===== src/rtl/alu_arbiter_if.sv =====
// alu_arbiter_if: request/response channels of both requesters plus the
// shared-ALU operand/result bus, grouped for the alu_arbiter port list.
// slave  = arbiter side, master = requester/ALU side.
interface alu_arbiter_if #(
    parameter int DATA_W = 32,
    parameter int CTRL_W = 6
);
    // requester 0
    logic              i_req0_valid;
    logic [DATA_W-1:0] i_req0_op1;
    logic [DATA_W-1:0] i_req0_op2;
    logic [CTRL_W-1:0] i_req0_control;
    logic              o_req0_ready;
    logic              o_rsp0_valid;
    logic [DATA_W-1:0] o_rsp0_result;
    logic              o_rsp0_overflow;
    logic              o_rsp0_zf;
    logic              i_rsp0_ready;

    // requester 1
    logic              i_req1_valid;
    logic [DATA_W-1:0] i_req1_op1;
    logic [DATA_W-1:0] i_req1_op2;
    logic [CTRL_W-1:0] i_req1_control;
    logic              o_req1_ready;
    logic              o_rsp1_valid;
    logic [DATA_W-1:0] o_rsp1_result;
    logic              o_rsp1_overflow;
    logic              o_rsp1_zf;
    logic              i_rsp1_ready;

    // shared combinational ALU
    logic [DATA_W-1:0] o_alu_op1;
    logic [DATA_W-1:0] o_alu_op2;
    logic [CTRL_W-1:0] o_alu_control;
    logic [DATA_W-1:0] i_alu_result;
    logic              i_alu_overflow;
    logic              i_alu_zf;

    modport slave (
        input  i_req0_valid, i_req0_op1, i_req0_op2, i_req0_control,
        output o_req0_ready,
        output o_rsp0_valid, o_rsp0_result, o_rsp0_overflow, o_rsp0_zf,
        input  i_rsp0_ready,
        input  i_req1_valid, i_req1_op1, i_req1_op2, i_req1_control,
        output o_req1_ready,
        output o_rsp1_valid, o_rsp1_result, o_rsp1_overflow, o_rsp1_zf,
        input  i_rsp1_ready,
        output o_alu_op1, o_alu_op2, o_alu_control,
        input  i_alu_result, i_alu_overflow, i_alu_zf
    );

    modport master (
        output i_req0_valid, i_req0_op1, i_req0_op2, i_req0_control,
        input  o_req0_ready,
        input  o_rsp0_valid, o_rsp0_result, o_rsp0_overflow, o_rsp0_zf,
        output i_rsp0_ready,
        output i_req1_valid, i_req1_op1, i_req1_op2, i_req1_control,
        input  o_req1_ready,
        input  o_rsp1_valid, o_rsp1_result, o_rsp1_overflow, o_rsp1_zf,
        output i_rsp1_ready,
        input  o_alu_op1, o_alu_op2, o_alu_control,
        output i_alu_result, i_alu_overflow, i_alu_zf
    );
endinterface


===== src/rtl/alu_arbiter.sv =====
// alu_arbiter: shares one combinational ALU between two requesters.
// Grant is combinational (one per cycle); the ALU result/flags are captured
// into a per-requester response slot on the edge closing the grant cycle.
// Each slot is an EMPTY/FULL machine so a stalled response on one side never
// blocks the other side.
// Build option: define ALU_ARB_FIXED_PRIO_EN for fixed priority (requester 0
// wins ties); default build uses round-robin via last_grant.
module alu_arbiter #(
    parameter int DATA_W = 32,
    parameter int CTRL_W = 6
) (
    input logic          i_clk,
    input logic          i_rst_n,
    alu_arbiter_if.slave bus
);

    typedef enum logic {
        SLOT_EMPTY = 1'b0,
        SLOT_FULL  = 1'b1
    } slot_state_e;

    slot_state_e       slot0_q, slot0_d;
    slot_state_e       slot1_q, slot1_d;

    logic [DATA_W-1:0] rsp0_result_q, rsp0_result_d;
    logic              rsp0_overflow_q, rsp0_overflow_d;
    logic              rsp0_zf_q, rsp0_zf_d;
    logic [DATA_W-1:0] rsp1_result_q, rsp1_result_d;
    logic              rsp1_overflow_q, rsp1_overflow_d;
    logic              rsp1_zf_q, rsp1_zf_d;

    logic              elig0, elig1;
    logic              grant0, grant1;

`ifndef ALU_ARB_FIXED_PRIO_EN
    // 0/1 = requester granted most recently; reset to 1 so requester 0 wins first
    logic              last_grant_q, last_grant_d;
`endif

    // A requester may be accepted when its slot is free or is being drained now
    always_comb begin
        elig0 = bus.i_req0_valid & ((slot0_q == SLOT_EMPTY) | bus.i_rsp0_ready);
        elig1 = bus.i_req1_valid & ((slot1_q == SLOT_EMPTY) | bus.i_rsp1_ready);
    end

    // Pick at most one requester per cycle
    always_comb begin
        grant0 = 1'b0;
        grant1 = 1'b0;
`ifdef ALU_ARB_FIXED_PRIO_EN
        grant0 = elig0;
        grant1 = elig1 & ~elig0;
`else
        // on a tie, the requester that did not win last time goes first
        grant0 = elig0 & (~elig1 | last_grant_q);
        grant1 = elig1 & (~elig0 | ~last_grant_q);
`endif
    end

    // Steer the granted requester's operands onto the ALU; idle bus is all-zero
    always_comb begin
        bus.o_alu_op1     = '0;
        bus.o_alu_op2     = '0;
        bus.o_alu_control = '0;
        if (grant0) begin
            bus.o_alu_op1     = bus.i_req0_op1;
            bus.o_alu_op2     = bus.i_req0_op2;
            bus.o_alu_control = bus.i_req0_control;
        end else if (grant1) begin
            bus.o_alu_op1     = bus.i_req1_op1;
            bus.o_alu_op2     = bus.i_req1_op2;
            bus.o_alu_control = bus.i_req1_control;
        end
    end

    // Handshake and response outputs
    always_comb begin
        bus.o_req0_ready    = grant0;
        bus.o_req1_ready    = grant1;
        bus.o_rsp0_valid    = (slot0_q == SLOT_FULL);
        bus.o_rsp0_result   = rsp0_result_q;
        bus.o_rsp0_overflow = rsp0_overflow_q;
        bus.o_rsp0_zf       = rsp0_zf_q;
        bus.o_rsp1_valid    = (slot1_q == SLOT_FULL);
        bus.o_rsp1_result   = rsp1_result_q;
        bus.o_rsp1_overflow = rsp1_overflow_q;
        bus.o_rsp1_zf       = rsp1_zf_q;
    end

    // Response slot 0: fill on grant, drain on consume, otherwise hold
    always_comb begin
        slot0_d         = slot0_q;
        rsp0_result_d   = rsp0_result_q;
        rsp0_overflow_d = rsp0_overflow_q;
        rsp0_zf_d       = rsp0_zf_q;
        if (grant0) begin
            slot0_d         = SLOT_FULL;
            rsp0_result_d   = bus.i_alu_result;
            rsp0_overflow_d = bus.i_alu_overflow;
            rsp0_zf_d       = bus.i_alu_zf;
        end else if (bus.i_rsp0_ready) begin
            slot0_d = SLOT_EMPTY;
        end
    end

    // Response slot 1: fill on grant, drain on consume, otherwise hold
    always_comb begin
        slot1_d         = slot1_q;
        rsp1_result_d   = rsp1_result_q;
        rsp1_overflow_d = rsp1_overflow_q;
        rsp1_zf_d       = rsp1_zf_q;
        if (grant1) begin
            slot1_d         = SLOT_FULL;
            rsp1_result_d   = bus.i_alu_result;
            rsp1_overflow_d = bus.i_alu_overflow;
            rsp1_zf_d       = bus.i_alu_zf;
        end else if (bus.i_rsp1_ready) begin
            slot1_d = SLOT_EMPTY;
        end
    end

`ifndef ALU_ARB_FIXED_PRIO_EN
    // Round-robin pointer moves only when someone is granted
    always_comb begin
        last_grant_d = last_grant_q;
        if (grant0) begin
            last_grant_d = 1'b0;
        end else if (grant1) begin
            last_grant_d = 1'b1;
        end
    end

    // Round-robin pointer register
    always_ff @(posedge i_clk) begin
        if (!i_rst_n) begin
            last_grant_q <= 1'b1;
        end else begin
            last_grant_q <= last_grant_d;
        end
    end
`endif

    // Slot state and captured data; reset drops any pending or in-flight result
    always_ff @(posedge i_clk) begin
        if (!i_rst_n) begin
            slot0_q         <= SLOT_EMPTY;
            slot1_q         <= SLOT_EMPTY;
            rsp0_result_q   <= '0;
            rsp0_overflow_q <= 1'b0;
            rsp0_zf_q       <= 1'b0;
            rsp1_result_q   <= '0;
            rsp1_overflow_q <= 1'b0;
            rsp1_zf_q       <= 1'b0;
        end else begin
            slot0_q         <= slot0_d;
            slot1_q         <= slot1_d;
            rsp0_result_q   <= rsp0_result_d;
            rsp0_overflow_q <= rsp0_overflow_d;
            rsp0_zf_q       <= rsp0_zf_d;
            rsp1_result_q   <= rsp1_result_d;
            rsp1_overflow_q <= rsp1_overflow_d;
            rsp1_zf_q       <= rsp1_zf_d;
        end
    end

endmodule


===== src/flat_wrapper.sv =====
// flat-port wrapper written by rule: the top's interface ports become plain ports
module alu_arbiter_flat 
#(
    parameter int DATA_W = 32,
    parameter int CTRL_W = 6
)
  (i_clk, i_rst_n, bus_i_req0_valid, bus_i_req0_op1, bus_i_req0_op2, bus_i_req0_control, bus_o_req0_ready, bus_o_rsp0_valid, bus_o_rsp0_result, bus_o_rsp0_overflow, bus_o_rsp0_zf, bus_i_rsp0_ready, bus_i_req1_valid, bus_i_req1_op1, bus_i_req1_op2, bus_i_req1_control, bus_o_req1_ready, bus_o_rsp1_valid, bus_o_rsp1_result, bus_o_rsp1_overflow, bus_o_rsp1_zf, bus_i_rsp1_ready, bus_o_alu_op1, bus_o_alu_op2, bus_o_alu_control, bus_i_alu_result, bus_i_alu_overflow, bus_i_alu_zf);
  alu_arbiter_if #(.DATA_W(DATA_W), .CTRL_W(CTRL_W)) bus_i ();
  input logic i_clk;
  input logic i_rst_n;
  input wire logic [$bits(bus_i.i_req0_valid)-1:0] bus_i_req0_valid;
  input wire logic [$bits(bus_i.i_req0_op1)-1:0] bus_i_req0_op1;
  input wire logic [$bits(bus_i.i_req0_op2)-1:0] bus_i_req0_op2;
  input wire logic [$bits(bus_i.i_req0_control)-1:0] bus_i_req0_control;
  output wire logic [$bits(bus_i.o_req0_ready)-1:0] bus_o_req0_ready;
  output wire logic [$bits(bus_i.o_rsp0_valid)-1:0] bus_o_rsp0_valid;
  output wire logic [$bits(bus_i.o_rsp0_result)-1:0] bus_o_rsp0_result;
  output wire logic [$bits(bus_i.o_rsp0_overflow)-1:0] bus_o_rsp0_overflow;
  output wire logic [$bits(bus_i.o_rsp0_zf)-1:0] bus_o_rsp0_zf;
  input wire logic [$bits(bus_i.i_rsp0_ready)-1:0] bus_i_rsp0_ready;
  input wire logic [$bits(bus_i.i_req1_valid)-1:0] bus_i_req1_valid;
  input wire logic [$bits(bus_i.i_req1_op1)-1:0] bus_i_req1_op1;
  input wire logic [$bits(bus_i.i_req1_op2)-1:0] bus_i_req1_op2;
  input wire logic [$bits(bus_i.i_req1_control)-1:0] bus_i_req1_control;
  output wire logic [$bits(bus_i.o_req1_ready)-1:0] bus_o_req1_ready;
  output wire logic [$bits(bus_i.o_rsp1_valid)-1:0] bus_o_rsp1_valid;
  output wire logic [$bits(bus_i.o_rsp1_result)-1:0] bus_o_rsp1_result;
  output wire logic [$bits(bus_i.o_rsp1_overflow)-1:0] bus_o_rsp1_overflow;
  output wire logic [$bits(bus_i.o_rsp1_zf)-1:0] bus_o_rsp1_zf;
  input wire logic [$bits(bus_i.i_rsp1_ready)-1:0] bus_i_rsp1_ready;
  output wire logic [$bits(bus_i.o_alu_op1)-1:0] bus_o_alu_op1;
  output wire logic [$bits(bus_i.o_alu_op2)-1:0] bus_o_alu_op2;
  output wire logic [$bits(bus_i.o_alu_control)-1:0] bus_o_alu_control;
  input wire logic [$bits(bus_i.i_alu_result)-1:0] bus_i_alu_result;
  input wire logic [$bits(bus_i.i_alu_overflow)-1:0] bus_i_alu_overflow;
  input wire logic [$bits(bus_i.i_alu_zf)-1:0] bus_i_alu_zf;
  assign bus_i.i_req0_valid = bus_i_req0_valid;
  assign bus_i.i_req0_op1 = bus_i_req0_op1;
  assign bus_i.i_req0_op2 = bus_i_req0_op2;
  assign bus_i.i_req0_control = bus_i_req0_control;
  assign bus_o_req0_ready = bus_i.o_req0_ready;
  assign bus_o_rsp0_valid = bus_i.o_rsp0_valid;
  assign bus_o_rsp0_result = bus_i.o_rsp0_result;
  assign bus_o_rsp0_overflow = bus_i.o_rsp0_overflow;
  assign bus_o_rsp0_zf = bus_i.o_rsp0_zf;
  assign bus_i.i_rsp0_ready = bus_i_rsp0_ready;
  assign bus_i.i_req1_valid = bus_i_req1_valid;
  assign bus_i.i_req1_op1 = bus_i_req1_op1;
  assign bus_i.i_req1_op2 = bus_i_req1_op2;
  assign bus_i.i_req1_control = bus_i_req1_control;
  assign bus_o_req1_ready = bus_i.o_req1_ready;
  assign bus_o_rsp1_valid = bus_i.o_rsp1_valid;
  assign bus_o_rsp1_result = bus_i.o_rsp1_result;
  assign bus_o_rsp1_overflow = bus_i.o_rsp1_overflow;
  assign bus_o_rsp1_zf = bus_i.o_rsp1_zf;
  assign bus_i.i_rsp1_ready = bus_i_rsp1_ready;
  assign bus_o_alu_op1 = bus_i.o_alu_op1;
  assign bus_o_alu_op2 = bus_i.o_alu_op2;
  assign bus_o_alu_control = bus_i.o_alu_control;
  assign bus_i.i_alu_result = bus_i_alu_result;
  assign bus_i.i_alu_overflow = bus_i_alu_overflow;
  assign bus_i.i_alu_zf = bus_i_alu_zf;
  alu_arbiter #(.DATA_W(DATA_W), .CTRL_W(CTRL_W)) u_core (.i_clk(i_clk), .i_rst_n(i_rst_n), .bus(bus_i));
endmodule

===== config.mk =====
export PLATFORM = sky130hd
export DESIGN_NAME = alu_arbiter_flat
export DESIGN_NICKNAME = d
export VERILOG_FILES = /design/src/rtl/alu_arbiter_if.sv /design/src/rtl/alu_arbiter.sv /design/src/flat_wrapper.sv
export SDC_FILE = /design/constraint.sdc
export NUM_CORES = 1
export LEC_CHECK = 0
export CAP_MARGIN = 20
export CORE_AREA = 2 2 125 127
export CTS_CLUSTER_DIAMETER = 120
export DETAILED_ROUTE_END_ITERATION = 8
export DIE_AREA = 0 0 127 129
export GPL_TIMING_DRIVEN = 0
export PLACE_DENSITY_LB_ADDON = 0.25
export RECOVER_POWER = 50
export SYNTH_ARGS = -nofsm -noshare
export SYNTH_HDL_FRONTEND = slang
export SYNTH_SLANG_ARGS = --single-unit
export TNS_END_PERCENT = 20

===== constraint.sdc =====
create_clock -name i_clk -period 3.2 [get_ports i_clk]
set_input_delay 0.48 -clock i_clk [delete_from_list [all_inputs] [get_ports i_clk]]
set_output_delay 0.48 -clock i_clk [all_outputs]
set_load 0.02 [all_outputs]

Yosys cells after proc, flatten, opt, wreduce, memory -nomap -nowiden
Cells that the tools add are included.
- multiplexer cells: 12
- bitwise operators: 13
- reductions and logical operators: 3
- operators with widths (cell ; number):
    $mux 32 ; 4
    $mux 6 ; 2
    $mux 1 ; 6
    $reduce_bool 2->1 ; 3
    $not 1->1 ; 5
    $and 1x1->1 ; 4
    $or 1x1->1 ; 4
- register bits after elaboration: 71
- input port bits: 180
- output and inout port bits: 142
- logic and storage cells: 37

Longest topological paths before layout
- depth after elaboration: 8
- mapped depth: 6
- depth with buffers taken out: 3

Least setup slack after synthesis
Ideal clock, no wire load.
- path type: input -> output
- start point: input port bus_i_rsp1_ready
- end point: output port bus_o_alu_control[0]
- arrival time: 1.581 ns
- required time: 2.720 ns
- slack: 1.139 ns
- cell stages on the path: 5
- path buffers: 2
- path through: nand2b_2 -> a211oi_4 -> buf_4 -> buf_4 -> a22o_1
- word-level cells in the longest chain between the ends: 6
- elaborated cells on any way between the ends: 8
- classes of those cells: 2 x mux; 6 x bitwise
- RTL lines (element ; RTL line ; source):
    from (decl) ; flat_wrapper.sv:30 ; input wire logic [$bits(bus_i.i_rsp1_ready)-1:0] bus_i_rsp1_ready;
    $or 1x1->1 * ; alu_arbiter.sv:43 ; elig1 = bus.i_req1_valid & ((slot1_q == SLOT_EMPTY) | bus.i_rsp1_ready);
    $and 1x1->1 * ; alu_arbiter.sv:43 ;
    $not 1->1 ; alu_arbiter.sv:55 ; grant0 = elig0 & (~elig1 | last_grant_q);
    $or 1x1->1 ; alu_arbiter.sv:55 ;
    $and 1x1->1 ; alu_arbiter.sv:55 ;
    $mux 6 * ; alu_arbiter.sv:65 ; if (grant0) begin
    to (decl) ; flat_wrapper.sv:33 ; output wire logic [$bits(bus_i.o_alu_control)-1:0] bus_o_alu_control;
Mark *: on every way between the ends. The rest lies on a longest branch, timed or not.

Worst setup path after layout
- start point: input port bus_i_rsp0_ready
- end point: output port bus_o_alu_control[1]
- word-level cells in the longest chain between the ends: 7
- elaborated cells on any way between the ends: 8
- classes of those cells: 2 x mux; 6 x bitwise
- RTL lines (element ; RTL line ; source):
    from (decl) ; flat_wrapper.sv:20 ; input wire logic [$bits(bus_i.i_rsp0_ready)-1:0] bus_i_rsp0_ready;
    $or 1x1->1 * ; alu_arbiter.sv:42 ; elig0 = bus.i_req0_valid & ((slot0_q == SLOT_EMPTY) | bus.i_rsp0_ready);
    $and 1x1->1 * ; alu_arbiter.sv:42 ;
    $not 1->1 ; alu_arbiter.sv:56 ; grant1 = elig1 & (~elig0 | ~last_grant_q);
    $or 1x1->1 ; alu_arbiter.sv:56 ;
    $and 1x1->1 ; alu_arbiter.sv:56 ;
    $mux 6 ; alu_arbiter.sv:69 ; end else if (grant1) begin
    $mux 6 * ; alu_arbiter.sv:65 ;
Marks and branches as above.

==> metrics.txt <==
critical setup path kind in2out; RSZ-0062 raised after global routing no; Post-synth EDFFs 0; worst-path cell chain clkdlybuf4s50_1 -> nor2b_4 -> o211a_1 -> buf_2 -> buf_4 -> buf_6 -> a22o_1 -> clkdlybuf4s50_1; netlist area before placement 0.00341 mm^2; first-pass GRT wire length 24.5 mm; max layer used met5; Worst Skew 4.87 ps; Slew HR 45.2%; share of flip-flops with an asynchronous set or reset 0%; Die Height 129 um; Total Power 2.92 mW; vias in the first global route 4,262; Post-DP HPWL 13.9 mm; worst slack, placed -113 ps; ranking of synthesized cells by instance count nand2_1 (104), dfxtp_1 (71), a22o_1 (70); Pwr Density 410 mW/mm^2; number of inserted diodes 0; Final period util 97.0%; critical path fanouts, max 10; clk buf depth 2; critical path required time 2720 ps; status complete, no violations; Synth-to-Final Area Change 109%; met2 WL post-DR 8.75 mm; WL final 17.4 mm; share of cells above drive strength 1 5.32%; Routability Congestion 0.839; 1st-iter DRT viols 190; Sink Count 71; max incr delay on CP 600 ps; CP startpoint kind input pin; largest net degree at the start of global routing 11; Setup WS post-layout 94.5 ps; design area 0.00712 mm^2; CP arrival 2630 ps; maximum vdd ir drop 0.000284 V; Avg Cell Area, Syn 9.47 um^2; Syn Inst Count 360; # nets final 872; clock root cell clkbuf_16; DRC viols 0; hold_ws 453 ps; CP Capture Type output port; M1 wire length 6.97 mm; Synth Warn # 0; leakage power 3.15 nW; Yosys reg bits 71; Max-cap violations 0; core area 0.0150 mm^2; met3 WL post-DR 1.45 mm; Distinct cells, synth 19; Num CTS Buffers 9; wire length per cell 19.7 um; top-count cell post-synth nand2_1; Final ANT Viol Nets 0; Top FF cell, synth dfxtp_1; Area after DPL 0.00685 mm^2; CTS clock-pin slew for the worst setup and hold paths 50 ps; Fin. Hold Viols 0; First-pass DRT Iterations 4; worst hold path type reg2reg; area share of the largest cell type after synthesis 41.7%; Skew-Pair Late Insertion Delay 320 ps; TritonCTS clock tree done; syn_nets 540; Most common cell on crit path clkdlybuf4s50_1; top post-synthesis cells by area dfxtp_1 (42%), mux2i_1 (20%), a22o_1 (18%), nand2_1 (11%), buf_2 (1.9%); Synth area leader dfxtp_1; via count 4,056; post-layout min period 3110 ps; H-tree levels 3; fin. max-slew vios 0; total gr overflow 0; die area 0.0164 mm^2; Vias/cell 4.59; Rows 45; GRT Overall Usage 19.7%; Initial Utilization 22.8%; endpoints failing setup 0; Critical Path Slowest Stage Cell clkdlybuf4s50_1; initial antenna violation count 2; num ports 322; Die X 127 um; fill cell count 1,432; PortBufs 320; number of hold buffers added after CTS 0; fmax 0.322 GHz; Seq/Total Area, Yosys 41.7%; worst-margin pin slew 823 ps
-- cell type report --
class	instances	area (um^2)	area share [%]
multi-input cells	253	1780	25.0
well taps	188	235	3.30
inverters	1	3.75	0.0527
clock inverters	2	10.0	0.141
flip-flops and latches	71	1420	20.0
plain buffers	35	199	2.79
repair buffers	321	3230	45.4
clock buffers	12	236	3.32
-- sequential cells by signal, indices dropped and copies added (netlist names) --
register / count
u_core.bus.o_rsp0_result: 32
u_core.bus.o_rsp1_result: 32
u_core.bus.o_rsp0_overflow: 1
u_core.bus.o_rsp0_valid: 1
u_core.bus.o_rsp0_zf: 1
u_core.bus.o_rsp1_overflow: 1
u_core.bus.o_rsp1_valid: 1
u_core.bus.o_rsp1_zf: 1
u_core.last_grant_q: 1
-- final timing paths --
path                                   to                         from  depth (start not counted)  slack (ps)
min           u_core.bus.o_rsp1_result[5]  u_core.bus.o_rsp1_result[5]                          2         450
min reg2reg   u_core.bus.o_rsp1_result[5]  u_core.bus.o_rsp1_result[5]                          2         450
max reg2reg  u_core.bus.o_rsp0_result[20]      u_core.bus.o_rsp1_valid                          6        1200
max                  bus_o_alu_control[1]             bus_i_rsp0_ready                          8          90
-- routing by layer --
metal  up-vias  global-route usage, %
met2       176                   35.7
met4         4                   4.33
met5         -                      0
li1       1943                      -
met3        17                   6.53
met1      1916                   22.5
-- kinds of logic after synthesis --
kind of cell	after synthesis	synth area share, %
AND/OR/NAND/NOR	108	12.5
flip-flops	71	41.7
multiplexers	68	20.0
buffers and inverters	36	6.09
AO/OA/AOI/OAI	77	19.7
-- layout by cell type (no fill, tap or decap), types with 2 or more instances in the layout --
cell             netlist  layout
mux2i_1               68      68
clkbuf_1              11      16
buf_6                  4       4
dlymetal6s2s_1         0      10
dfxtp_1               71      71
clkinv_2               0       2
a22o_1                70      70
clkdlybuf4s50_1        0     238
o21ai_0                2       2
buf_4                  7       7
dlygate4sd3_1          0      71
buf_2                 13      12
clkbuf_16              0       9
nand2_1              104     104
-- stage by stage --
stage	util (%)	std cells	TNS, ps
6_report	47.5	883	0
5_1_grt	47.5	883	0
4_1_cts	47.5	883	0
3_5_place_dp	45.7	868	-621
3_3_place_gp	45.7	868	-239
2_1_floorplan	-	360	0
-- power by group --
group / switching, mW / internal [mW] / total [mW]
registers: 0.0315 / 0.950 / 0.981
clock network: 0.341 / 0.513 / 0.854
logic: 0.511 / 0.572 / 1.08
-- critical path, delay by kind of cell --
kind	cells	cell delay, ps
buf+inv	5	1600
compound gates	2	340
simple gates	1	190
-- repair_timing --
action,in CTS,in global routing
resized for setup,3,11
endpoints found under the setup margin,15,14
pin swaps,1,0
endpoints found under the hold margin,0,0
gates cloned,0,0
buffers inserted,1,0
No activity file was read; power rests on OpenSTA's default activity.
